[config.mk]
export PLATFORM = sky130hd
export DESIGN_NAME = ex_stage_flat
export DESIGN_NICKNAME = d
export VERILOG_FILES = /design/src/rtl/riscv_pkg.sv /design/src/rtl/ex_stage_if.sv /design/src/rtl/ex_stage_alu.sv /design/src/rtl/ex_stage.sv /design/src/flat_wrapper.sv
export SDC_FILE = /design/constraint.sdc
export NUM_CORES = 1
export LEC_CHECK = 0
export BUFFER_PORTS_ARGS = -buffer_cell sky130_fd_sc_hd__buf_2
export CAP_MARGIN = 20
export CORE_MARGIN = 2
export CORE_UTILIZATION = 35
export DETAILED_ROUTE_END_ITERATION = 10
export PLACE_DENSITY = 0.53
export SLEW_MARGIN = 20
export SYNTH_ARGS = -nofsm -noshare
export SYNTH_HDL_FRONTEND = slang
export SYNTH_HIERARCHICAL = 1
export SYNTH_SLANG_ARGS = --single-unit
[constraint.sdc]
create_clock -name clk -period 7.2 [get_ports clk]
set_clock_uncertainty 0.05 [all_clocks]
set_input_delay 1.8 -clock clk [delete_from_list [all_inputs] [get_ports clk]]
set_output_delay 1.8 -clock clk [all_outputs]
set_load 0.005 [all_outputs]
[src/rtl/riscv_pkg.sv]
// Shared RV32I pipeline definitions: datapath width default, ALU operation
// codes, branch funct3 conditions and forwarding-select codes (the latter are
// also used by the forwarding unit, so the encodings must not change).
package riscv_pkg;

    localparam int unsigned XLEN_DEFAULT = 32;

    typedef enum logic [3:0] {
        ALU_ADD  = 4'b0000,
        ALU_SUB  = 4'b1000,
        ALU_SLL  = 4'b0001,
        ALU_SLT  = 4'b0010,
        ALU_SLTU = 4'b0011,
        ALU_XOR  = 4'b0100,
        ALU_SRL  = 4'b0101,
        ALU_SRA  = 4'b1101,
        ALU_OR   = 4'b0110,
        ALU_AND  = 4'b0111
    } alu_op_e;

    typedef enum logic [2:0] {
        BR_EQ   = 3'b000,
        BR_NE   = 3'b001,
        BR_LT   = 3'b100,
        BR_GE   = 3'b101,
        BR_LTU  = 3'b110,
        BR_GEU  = 3'b111
    } br_cond_e;

    // 2'b11 is not a legal select; consumers treat it as FWD_EX.
    typedef enum logic [1:0] {
        FWD_EX  = 2'b00,
        FWD_WB  = 2'b01,
        FWD_MEM = 2'b10
    } fwd_sel_e;

endpackage

[src/rtl/ex_stage_if.sv]
// Execute-stage bus: ID/EX operands and control bundle, forwarding selects,
// write-back value, stall/flush, and the EX/MEM register outputs plus the
// combinational branch resolution.
//   slave  : modport used by ex_stage (consumes ID/EX, produces EX/MEM)
//   master : modport used by the surrounding pipeline / testbench
interface ex_stage_if
    import riscv_pkg::*;
#(
    parameter int unsigned XLEN = XLEN_DEFAULT
);
    logic [1:0]      ForwardA;
    logic [1:0]      ForwardB;
    logic [XLEN-1:0] rs1_data_ex;
    logic [XLEN-1:0] rs2_data_ex;
    logic [XLEN-1:0] imm_ex;
    logic [XLEN-1:0] pc_ex;
    logic [3:0]      alu_ctrl_ex;
    logic            ALUSrc_ex;
    logic            Branch_ex;
    logic [2:0]      funct3_ex;
    logic [4:0]      rd_ex;
    logic            RegWrite_ex;
    logic            MemRead_ex;
    logic            MemWrite_ex;
    logic            MemtoReg_ex;
    logic            valid_ex;
    logic [XLEN-1:0] wb_data;
    logic            stall;
    logic            flush;

    logic [XLEN-1:0] alu_result_mem;
    logic [XLEN-1:0] store_data_mem;
    logic [4:0]      rd_mem;
    logic            RegWrite_mem;
    logic            MemRead_mem;
    logic            MemWrite_mem;
    logic            MemtoReg_mem;
    logic            valid_mem;
    logic            branch_taken;
    logic [XLEN-1:0] branch_target;

    modport slave (
        input  ForwardA, ForwardB, rs1_data_ex, rs2_data_ex, imm_ex, pc_ex,
               alu_ctrl_ex, ALUSrc_ex, Branch_ex, funct3_ex, rd_ex,
               RegWrite_ex, MemRead_ex, MemWrite_ex, MemtoReg_ex, valid_ex,
               wb_data, stall, flush,
        output alu_result_mem, store_data_mem, rd_mem, RegWrite_mem,
               MemRead_mem, MemWrite_mem, MemtoReg_mem, valid_mem,
               branch_taken, branch_target
    );

    modport master (
        output ForwardA, ForwardB, rs1_data_ex, rs2_data_ex, imm_ex, pc_ex,
               alu_ctrl_ex, ALUSrc_ex, Branch_ex, funct3_ex, rd_ex,
               RegWrite_ex, MemRead_ex, MemWrite_ex, MemtoReg_ex, valid_ex,
               wb_data, stall, flush,
        input  alu_result_mem, store_data_mem, rd_mem, RegWrite_mem,
               MemRead_mem, MemWrite_mem, MemtoReg_mem, valid_mem,
               branch_taken, branch_target
    );

endinterface

[src/rtl/ex_stage_alu.sv]
// RV32I ALU, purely combinational.
//   a, b     : operands
//   alu_ctrl : operation code (alu_op_e); unknown codes yield 0
//   result   : operation result, add/sub wrap modulo 2^XLEN
module alu
    import riscv_pkg::*;
#(
    parameter int unsigned XLEN = XLEN_DEFAULT
) (
    input  logic [XLEN-1:0] a,
    input  logic [XLEN-1:0] b,
    input  logic [3:0]      alu_ctrl,
    output logic [XLEN-1:0] result
);
    logic [4:0] shamt;

    assign shamt = b[4:0];

    always_comb begin
        result = '0;
        case (alu_ctrl)
            ALU_ADD:  result = a + b;
            ALU_SUB:  result = a - b;
            ALU_SLL:  result = a << shamt;
            ALU_SLT:  result = {{(XLEN-1){1'b0}}, $signed(a) < $signed(b)};
            ALU_SLTU: result = {{(XLEN-1){1'b0}}, a < b};
            ALU_XOR:  result = a ^ b;
            ALU_SRL:  result = a >> shamt;
            ALU_SRA:  result = $signed(a) >>> shamt;
            ALU_OR:   result = a | b;
            ALU_AND:  result = a & b;
            default:  result = '0;
        endcase
    end

endmodule

[src/rtl/ex_stage.sv]
// Execute stage of the 5-stage RV32I pipeline.
//   clk, rst_n : clock (rising edge) and asynchronous active-low reset
//   bus        : ex_stage_if.slave -- ID/EX operands/control, forwarding
//                selects, wb_data, stall/flush in; EX/MEM register and
//                combinational branch_taken/branch_target out
// Operand muxes pick ID/EX, EX/MEM or WB values; the ALU result, forwarded
// store data and control bundle are registered into EX/MEM. A bubble always
// clears RegWrite_mem so the forwarding unit need not look at valid_mem.
module ex_stage
    import riscv_pkg::*;
#(
    parameter int unsigned XLEN = XLEN_DEFAULT
) (
    input  logic     clk,
    input  logic     rst_n,
    ex_stage_if.slave bus
);
    typedef struct packed {
        logic [XLEN-1:0] alu_result;
        logic [XLEN-1:0] store_data;
        logic [4:0]      rd;
        logic            reg_write;
        logic            mem_read;
        logic            mem_write;
        logic            mem_to_reg;
        logic            valid;
    } exmem_t;

    logic [XLEN-1:0] opnd_a;
    logic [XLEN-1:0] fwd_b;
    logic [XLEN-1:0] alu_b;
    logic [XLEN-1:0] alu_out;
    logic            cond;
    exmem_t          exmem_q;
    exmem_t          load_val;

    // MEM-path forwarding reads the registered result, so during a stall the
    // held value keeps being forwarded.
    always_comb begin
        case (bus.ForwardA)
            FWD_MEM: opnd_a = exmem_q.alu_result;
            FWD_WB:  opnd_a = bus.wb_data;
            default: opnd_a = bus.rs1_data_ex;
        endcase
    end

    always_comb begin
        case (bus.ForwardB)
            FWD_MEM: fwd_b = exmem_q.alu_result;
            FWD_WB:  fwd_b = bus.wb_data;
            default: fwd_b = bus.rs2_data_ex;
        endcase
    end

    assign alu_b = bus.ALUSrc_ex ? bus.imm_ex : fwd_b;

    alu #(.XLEN(XLEN)) u_alu (
        .a        (opnd_a),
        .b        (alu_b),
        .alu_ctrl (bus.alu_ctrl_ex),
        .result   (alu_out)
    );

    // Branch compare ignores ALUSrc: always register vs register.
    always_comb begin
        cond = 1'b0;
        case (bus.funct3_ex)
            BR_EQ:   cond = (opnd_a == fwd_b);
            BR_NE:   cond = (opnd_a != fwd_b);
            BR_LT:   cond = ($signed(opnd_a) <  $signed(fwd_b));
            BR_GE:   cond = ($signed(opnd_a) >= $signed(fwd_b));
            BR_LTU:  cond = (opnd_a <  fwd_b);
            BR_GEU:  cond = (opnd_a >= fwd_b);
            default: cond = 1'b0;
        endcase
    end

    assign bus.branch_taken  = bus.valid_ex & bus.Branch_ex & cond;
    assign bus.branch_target = bus.pc_ex + bus.imm_ex;

    always_comb begin
        load_val            = '0;
        load_val.alu_result = alu_out;
        load_val.store_data = fwd_b;
        load_val.rd         = bus.rd_ex;
        load_val.reg_write  = bus.RegWrite_ex;
        load_val.mem_read   = bus.MemRead_ex;
        load_val.mem_write  = bus.MemWrite_ex;
        load_val.mem_to_reg = bus.MemtoReg_ex;
        load_val.valid      = 1'b1;
    end

    // Priority: flush, then stall (hold), then invalid input (bubble), else load.
    always_ff @(posedge clk or negedge rst_n) begin
        if (!rst_n) begin
            exmem_q <= '0;
        end else if (bus.flush) begin
            exmem_q <= '0;
        end else if (!bus.stall) begin
            exmem_q <= bus.valid_ex ? load_val : '0;
        end
    end

    assign bus.alu_result_mem = exmem_q.alu_result;
    assign bus.store_data_mem = exmem_q.store_data;
    assign bus.rd_mem         = exmem_q.rd;
    assign bus.RegWrite_mem   = exmem_q.reg_write;
    assign bus.MemRead_mem    = exmem_q.mem_read;
    assign bus.MemWrite_mem   = exmem_q.mem_write;
    assign bus.MemtoReg_mem   = exmem_q.mem_to_reg;
    assign bus.valid_mem      = exmem_q.valid;

endmodule

[src/flat_wrapper.sv]
// flat-port wrapper written by rule: the top's interface ports become plain ports
module ex_stage_flat import riscv_pkg::*;
#(
    parameter int unsigned XLEN = XLEN_DEFAULT
)
  (clk, rst_n, bus_ForwardA, bus_ForwardB, bus_rs1_data_ex, bus_rs2_data_ex, bus_imm_ex, bus_pc_ex, bus_alu_ctrl_ex, bus_ALUSrc_ex, bus_Branch_ex, bus_funct3_ex, bus_rd_ex, bus_RegWrite_ex, bus_MemRead_ex, bus_MemWrite_ex, bus_MemtoReg_ex, bus_valid_ex, bus_wb_data, bus_stall, bus_flush, bus_alu_result_mem, bus_store_data_mem, bus_rd_mem, bus_RegWrite_mem, bus_MemRead_mem, bus_MemWrite_mem, bus_MemtoReg_mem, bus_valid_mem, bus_branch_taken, bus_branch_target);
  ex_stage_if #(.XLEN(XLEN)) bus_i ();
  input  logic clk;
  input  logic rst_n;
  input wire logic [$bits(bus_i.ForwardA)-1:0] bus_ForwardA;
  input wire logic [$bits(bus_i.ForwardB)-1:0] bus_ForwardB;
  input wire logic [$bits(bus_i.rs1_data_ex)-1:0] bus_rs1_data_ex;
  input wire logic [$bits(bus_i.rs2_data_ex)-1:0] bus_rs2_data_ex;
  input wire logic [$bits(bus_i.imm_ex)-1:0] bus_imm_ex;
  input wire logic [$bits(bus_i.pc_ex)-1:0] bus_pc_ex;
  input wire logic [$bits(bus_i.alu_ctrl_ex)-1:0] bus_alu_ctrl_ex;
  input wire logic [$bits(bus_i.ALUSrc_ex)-1:0] bus_ALUSrc_ex;
  input wire logic [$bits(bus_i.Branch_ex)-1:0] bus_Branch_ex;
  input wire logic [$bits(bus_i.funct3_ex)-1:0] bus_funct3_ex;
  input wire logic [$bits(bus_i.rd_ex)-1:0] bus_rd_ex;
  input wire logic [$bits(bus_i.RegWrite_ex)-1:0] bus_RegWrite_ex;
  input wire logic [$bits(bus_i.MemRead_ex)-1:0] bus_MemRead_ex;
  input wire logic [$bits(bus_i.MemWrite_ex)-1:0] bus_MemWrite_ex;
  input wire logic [$bits(bus_i.MemtoReg_ex)-1:0] bus_MemtoReg_ex;
  input wire logic [$bits(bus_i.valid_ex)-1:0] bus_valid_ex;
  input wire logic [$bits(bus_i.wb_data)-1:0] bus_wb_data;
  input wire logic [$bits(bus_i.stall)-1:0] bus_stall;
  input wire logic [$bits(bus_i.flush)-1:0] bus_flush;
  output wire logic [$bits(bus_i.alu_result_mem)-1:0] bus_alu_result_mem;
  output wire logic [$bits(bus_i.store_data_mem)-1:0] bus_store_data_mem;
  output wire logic [$bits(bus_i.rd_mem)-1:0] bus_rd_mem;
  output wire logic [$bits(bus_i.RegWrite_mem)-1:0] bus_RegWrite_mem;
  output wire logic [$bits(bus_i.MemRead_mem)-1:0] bus_MemRead_mem;
  output wire logic [$bits(bus_i.MemWrite_mem)-1:0] bus_MemWrite_mem;
  output wire logic [$bits(bus_i.MemtoReg_mem)-1:0] bus_MemtoReg_mem;
  output wire logic [$bits(bus_i.valid_mem)-1:0] bus_valid_mem;
  output wire logic [$bits(bus_i.branch_taken)-1:0] bus_branch_taken;
  output wire logic [$bits(bus_i.branch_target)-1:0] bus_branch_target;
  assign bus_i.ForwardA = bus_ForwardA;
  assign bus_i.ForwardB = bus_ForwardB;
  assign bus_i.rs1_data_ex = bus_rs1_data_ex;
  assign bus_i.rs2_data_ex = bus_rs2_data_ex;
  assign bus_i.imm_ex = bus_imm_ex;
  assign bus_i.pc_ex = bus_pc_ex;
  assign bus_i.alu_ctrl_ex = bus_alu_ctrl_ex;
  assign bus_i.ALUSrc_ex = bus_ALUSrc_ex;
  assign bus_i.Branch_ex = bus_Branch_ex;
  assign bus_i.funct3_ex = bus_funct3_ex;
  assign bus_i.rd_ex = bus_rd_ex;
  assign bus_i.RegWrite_ex = bus_RegWrite_ex;
  assign bus_i.MemRead_ex = bus_MemRead_ex;
  assign bus_i.MemWrite_ex = bus_MemWrite_ex;
  assign bus_i.MemtoReg_ex = bus_MemtoReg_ex;
  assign bus_i.valid_ex = bus_valid_ex;
  assign bus_i.wb_data = bus_wb_data;
  assign bus_i.stall = bus_stall;
  assign bus_i.flush = bus_flush;
  assign bus_alu_result_mem = bus_i.alu_result_mem;
  assign bus_store_data_mem = bus_i.store_data_mem;
  assign bus_rd_mem = bus_i.rd_mem;
  assign bus_RegWrite_mem = bus_i.RegWrite_mem;
  assign bus_MemRead_mem = bus_i.MemRead_mem;
  assign bus_MemWrite_mem = bus_i.MemWrite_mem;
  assign bus_MemtoReg_mem = bus_i.MemtoReg_mem;
  assign bus_valid_mem = bus_i.valid_mem;
  assign bus_branch_taken = bus_i.branch_taken;
  assign bus_branch_target = bus_i.branch_target;
  ex_stage #(.XLEN(XLEN)) u_core (.clk(clk), .rst_n(rst_n), .bus(bus_i));
endmodule
==> impl_metrics.json <==
{
  "run_status": "finished clean",
  "viasPerCell": 6.31,
  "critPathCaptureType": "output pin",
  "cts_buffers": 9,
  "clk_pin_slew_ns": 0.06,
  "numPortBuffers": 293,
  "drt_pass1_iterations": 6,
  "ys.flop_type": "dfrtp_1",
  "clock_path_buffers": 2,
  "routed-via-count": 18353,
  "fillers": 4480,
  "p_per_area_mw_per_mm2": 164,
  "grtUsageTotal_pct": 33.3,
  "crit_chain": "buf_2, inv_1, ha_1, buf_12, buf_4, a22oi_1, o21ai_0, ha_1, and4_4, nand4_1, nor4_2, buf_4, o311ai_4, nand4_1, mux2i_1, nor3b_1, a2111oi_2, buf_2",
  "fin_crit_ns": 6.96,
  "synth-simple-area-share_pct": 17.8,
  "globalRouteMet2Util_pct": 51.5,
  "maxSlewViolCount": 0,
  "crit_path_start_kind": "input pin",
  "cts_tree": "yes",
  "avgSynthCellArea_um2": 7.35,
  "p_leak_nw": 8.18,
  "grt_pass1_vias": 17380,
  "grt_most_used_layer": "met2",
  "fmaxAchievable_mhz": 144,
  "maxCapViolCount": 0,
  "overflow": 0,
  "die_w_um": 212,
  "drcViolationCount": 0,
  "synth_nets": 2410,
  "cp.required_ns": 5.35,
  "finalInstanceArea_mm2": 0.0180,
  "pin_count": 294,
  "crit_type": "input pin to output pin",
  "core-area_mm2": 0.0429,
  "drive_gt1_share_pct": 22.2,
  "worst_pin_slew_ns": 0.946,
  "hold_path_class": "flip-flop to flip-flop",
  "wl_um": 77000,
  "die_area_mm2": 0.0449,
  "grt_max_degree": 75,
  "synth_cells": 2057,
  "synthAdderAreaFrac_pct": 14.0,
  "synth_compound_area_share_pct": 36.2,
  "use_met3_pct": 5.73,
  "dp.final_hpwl_um": 61300,
  "critical_path_arrival_ns": 5.11,
  "post-cts-setup-buffers": 0,
  "placed_area_mm2": 0.0176,
  "slowest_stage": "ha_1",
  "grt_pass1_wl_um": 113000,
  "synthDistinctLibCells": 101,
  "cts-hold-fix-buffers": 0,
  "stdcell_count": 2907,
  "fin_crit_sh_pct": 96.7,
  "start_util_pct": 35.3,
  "ys.warnings.count": 6,
  "htreeDepth": 3,
  "synth_edf_count": 0,
  "finalHoldViolCount": 0,
  "grt_antenna_before_repair": 3,
  "synth_top_family_by_area": "compound AO/OA/AOI/OAI gates",
  "synth_xor_area_share_pct": 2.32,
  "cts-root-buf": "clkbuf_16",
  "critical_path.max_fanout": 27,
  "antenna_left": 0,
  "timing.hold.ws_ns": 0.435,
  "areaGrowthSynthToFinish_pct": 19.2,
  "worstSkewPairLatency_ns": 0.36,
  "rsz0062_at_grt": "no",
  "rows": 76,
  "slowest_delay_ns": 0.33,
  "peakVddDrop_mv": 0.0986,
  "critPathBufInv": 6,
  "yosysSeqAreaShare_pct": 12.2,
  "grt_util_met1_pct": 46.2,
  "synth_mux_area_share_pct": 10.2,
  "cts.sinks": 74,
  "die_y_um": 212,
  "setup_viol": 0,
  "crit_family": "simple AND/OR/NAND/NOR gates",
  "dp.cells": 2888,
  "gp_congestion": 1.05,
  "tns_ns": 0,
  "final_net_count": 2667,
  "synth_area_mm2": 0.0151,
  "async_flop_share_pct": 100,
  "slew-limit-headroom_pct": 36.2,
  "ys_seq_elements": 74,
  "wire_per_inst_um": 26.5,
  "drt_iter0_drc": 2244
}
==> cells in the mapped netlist, drive strengths merged (8+ instances only) <==
cell | instances | share of area (%)
a211o | 11 | 0.64
a211oi | 44 | 2.3
a21o | 32 | 1.6
a21oi | 160 | 5.4
a221o | 41 | 2.7
a221oi | 11 | 0.68
a22o | 45 | 2.6
a22oi | 41 | 2.1
a311oi | 8 | 0.50
a31oi | 16 | 0.76
and2 | 10 | 0.44
and3 | 9 | 0.37
buf | 50 | 1.8
clkbuf | 103 | 2.6
dfrtp | 74 | 12
ha | 163 | 13
inv | 114 | 2.8
mux2i | 44 | 2.9
mux4 | 46 | 7.0
nand2 | 221 | 5.5
nand2b | 19 | 0.79
nand3 | 28 | 0.93
nand4 | 17 | 0.70
nor2 | 200 | 5.0
nor2b | 16 | 0.66
nor3 | 42 | 1.4
nor4 | 9 | 0.37
o2111ai | 10 | 0.62
o211ai | 24 | 1.2
o21a | 9 | 0.45
o21ai | 241 | 8.0
o21bai | 21 | 1.0
o221ai | 12 | 0.70
o22ai | 18 | 0.74
o31ai | 14 | 0.70
xnor2 | 29 | 1.7
xor2 | 11 | 0.64
==> placed cells by master, fill, tap and decap left out, drive strengths merged, types with 24 or more instances in the layout <==
cell    netlist  routed
buf          50     399
o21ai       241     241
nand2       221     221
nor2        200     200
ha          163     163
a21oi       160     160
inv         114     115
dfrtp        74      74
mux4         46      46
a22o         45      45
mux2i        44      44
a211oi       44      44
nor3         42      42
a221o        41      41
a22oi        41      41
a21o         32      32
xnor2        29      29
nand3        28      28
o211ai       24      24
==> routing by layer <==
| layer | up-vias | part of all wire, % |
|---|---|---|
| met5 | - | 0 |
| met4 | 0 | 4.1 |
| met3 | 171 | 8.6 |
| met2 | 1088 | 45 |
| met1 | 8839 | 43 |
| li1 | 8255 | - |
==> cell type report <==
class	count	area (µm²)	area share [%]
multi-input cells	1714	12300	68.4
diodes	4	10.0	0.0555
inverters	116	435	2.42
clock buffers	9	225	1.25
repair buffers	399	2350	13.1
clock inverters	6	90.1	0.500
flip-flops and latches	74	1850	10.3
well taps	585	732	4.06
==> worst reg2reg max path, delay by kind of cell (launching register included) <==
kind	cells	cell delay, ns
compound gates	10	2.66
mux	1	0.08
simple gates	2	0.67
fa+ha+maj	2	0.68
buf+inv	2	0.25
flops	1	0.48
==> metrics by stage <==
step	setup slack [ns]	power, mW	util [%]
after floorplan	0.340	1.69	-
after global placement	0.0542	2.37	41.1
after detailed placement	0.00976	2.38	41.1
after CTS	0.0204	2.90	41.8
after global routing	0.00307	3.13	42.0
final	0.236	2.95	42.0
==> repair_timing <==
item	CTS	global route
setup endpoints to repair	1	1
pin swaps	1	4
cloned	0	0
resized for setup	2	34
==> registers in the layout, indices dropped and copies added, names as in the netlist <==
signal / count
u_core/bus.MemRead_mem: 1
u_core/bus.valid_mem: 1
u_core/bus.RegWrite_mem: 1
u_core/bus.MemWrite_mem: 1
u_core/bus.MemtoReg_mem: 1
u_core/bus.store_data_mem: 32
u_core/bus.alu_result_mem: 32
u_core/bus.rd_mem: 5
==> logic make-up after synthesis <==
kind of cell,after synthesis
buffers and inverters,269
adders and majority gates,167
AOI/OAI and AO/OA,811
and+or+nand+nor,601
xor gates and xnor gates,40
DFF,74
muxes,95
==> worst paths after layout <==
path	slack [ns]	from	cells past startpoint	endpoint
max in group asynchronous	5.01	rst_n	2	u_core/bus.alu_result_mem[7]
min in group asynchronous	1.16	rst_n	1	u_core/bus.valid_mem
min	0.43	u_core/bus.store_data_mem[8]	2	u_core/bus.store_data_mem[8]
max reg2reg	2.23	u_core/bus.alu_result_mem[0]	17	u_core/bus.alu_result_mem[30]
max	0.24	bus_ForwardA[1]	18	bus_branch_taken
min reg2reg	0.43	u_core/bus.store_data_mem[8]	2	u_core/bus.store_data_mem[8]
==> report_power, final <==
part	switching, mW	total, mW	leakage (nW)	internal, mW
registers	0.0263	0.463	1.01	0.437
clock network	0.198	0.501	0.152	0.303
logic	1.24	1.99	7.02	0.748
total	1.46	2.95	8.18	1.49
Note: power is estimated with default switching activity, not from simulation.
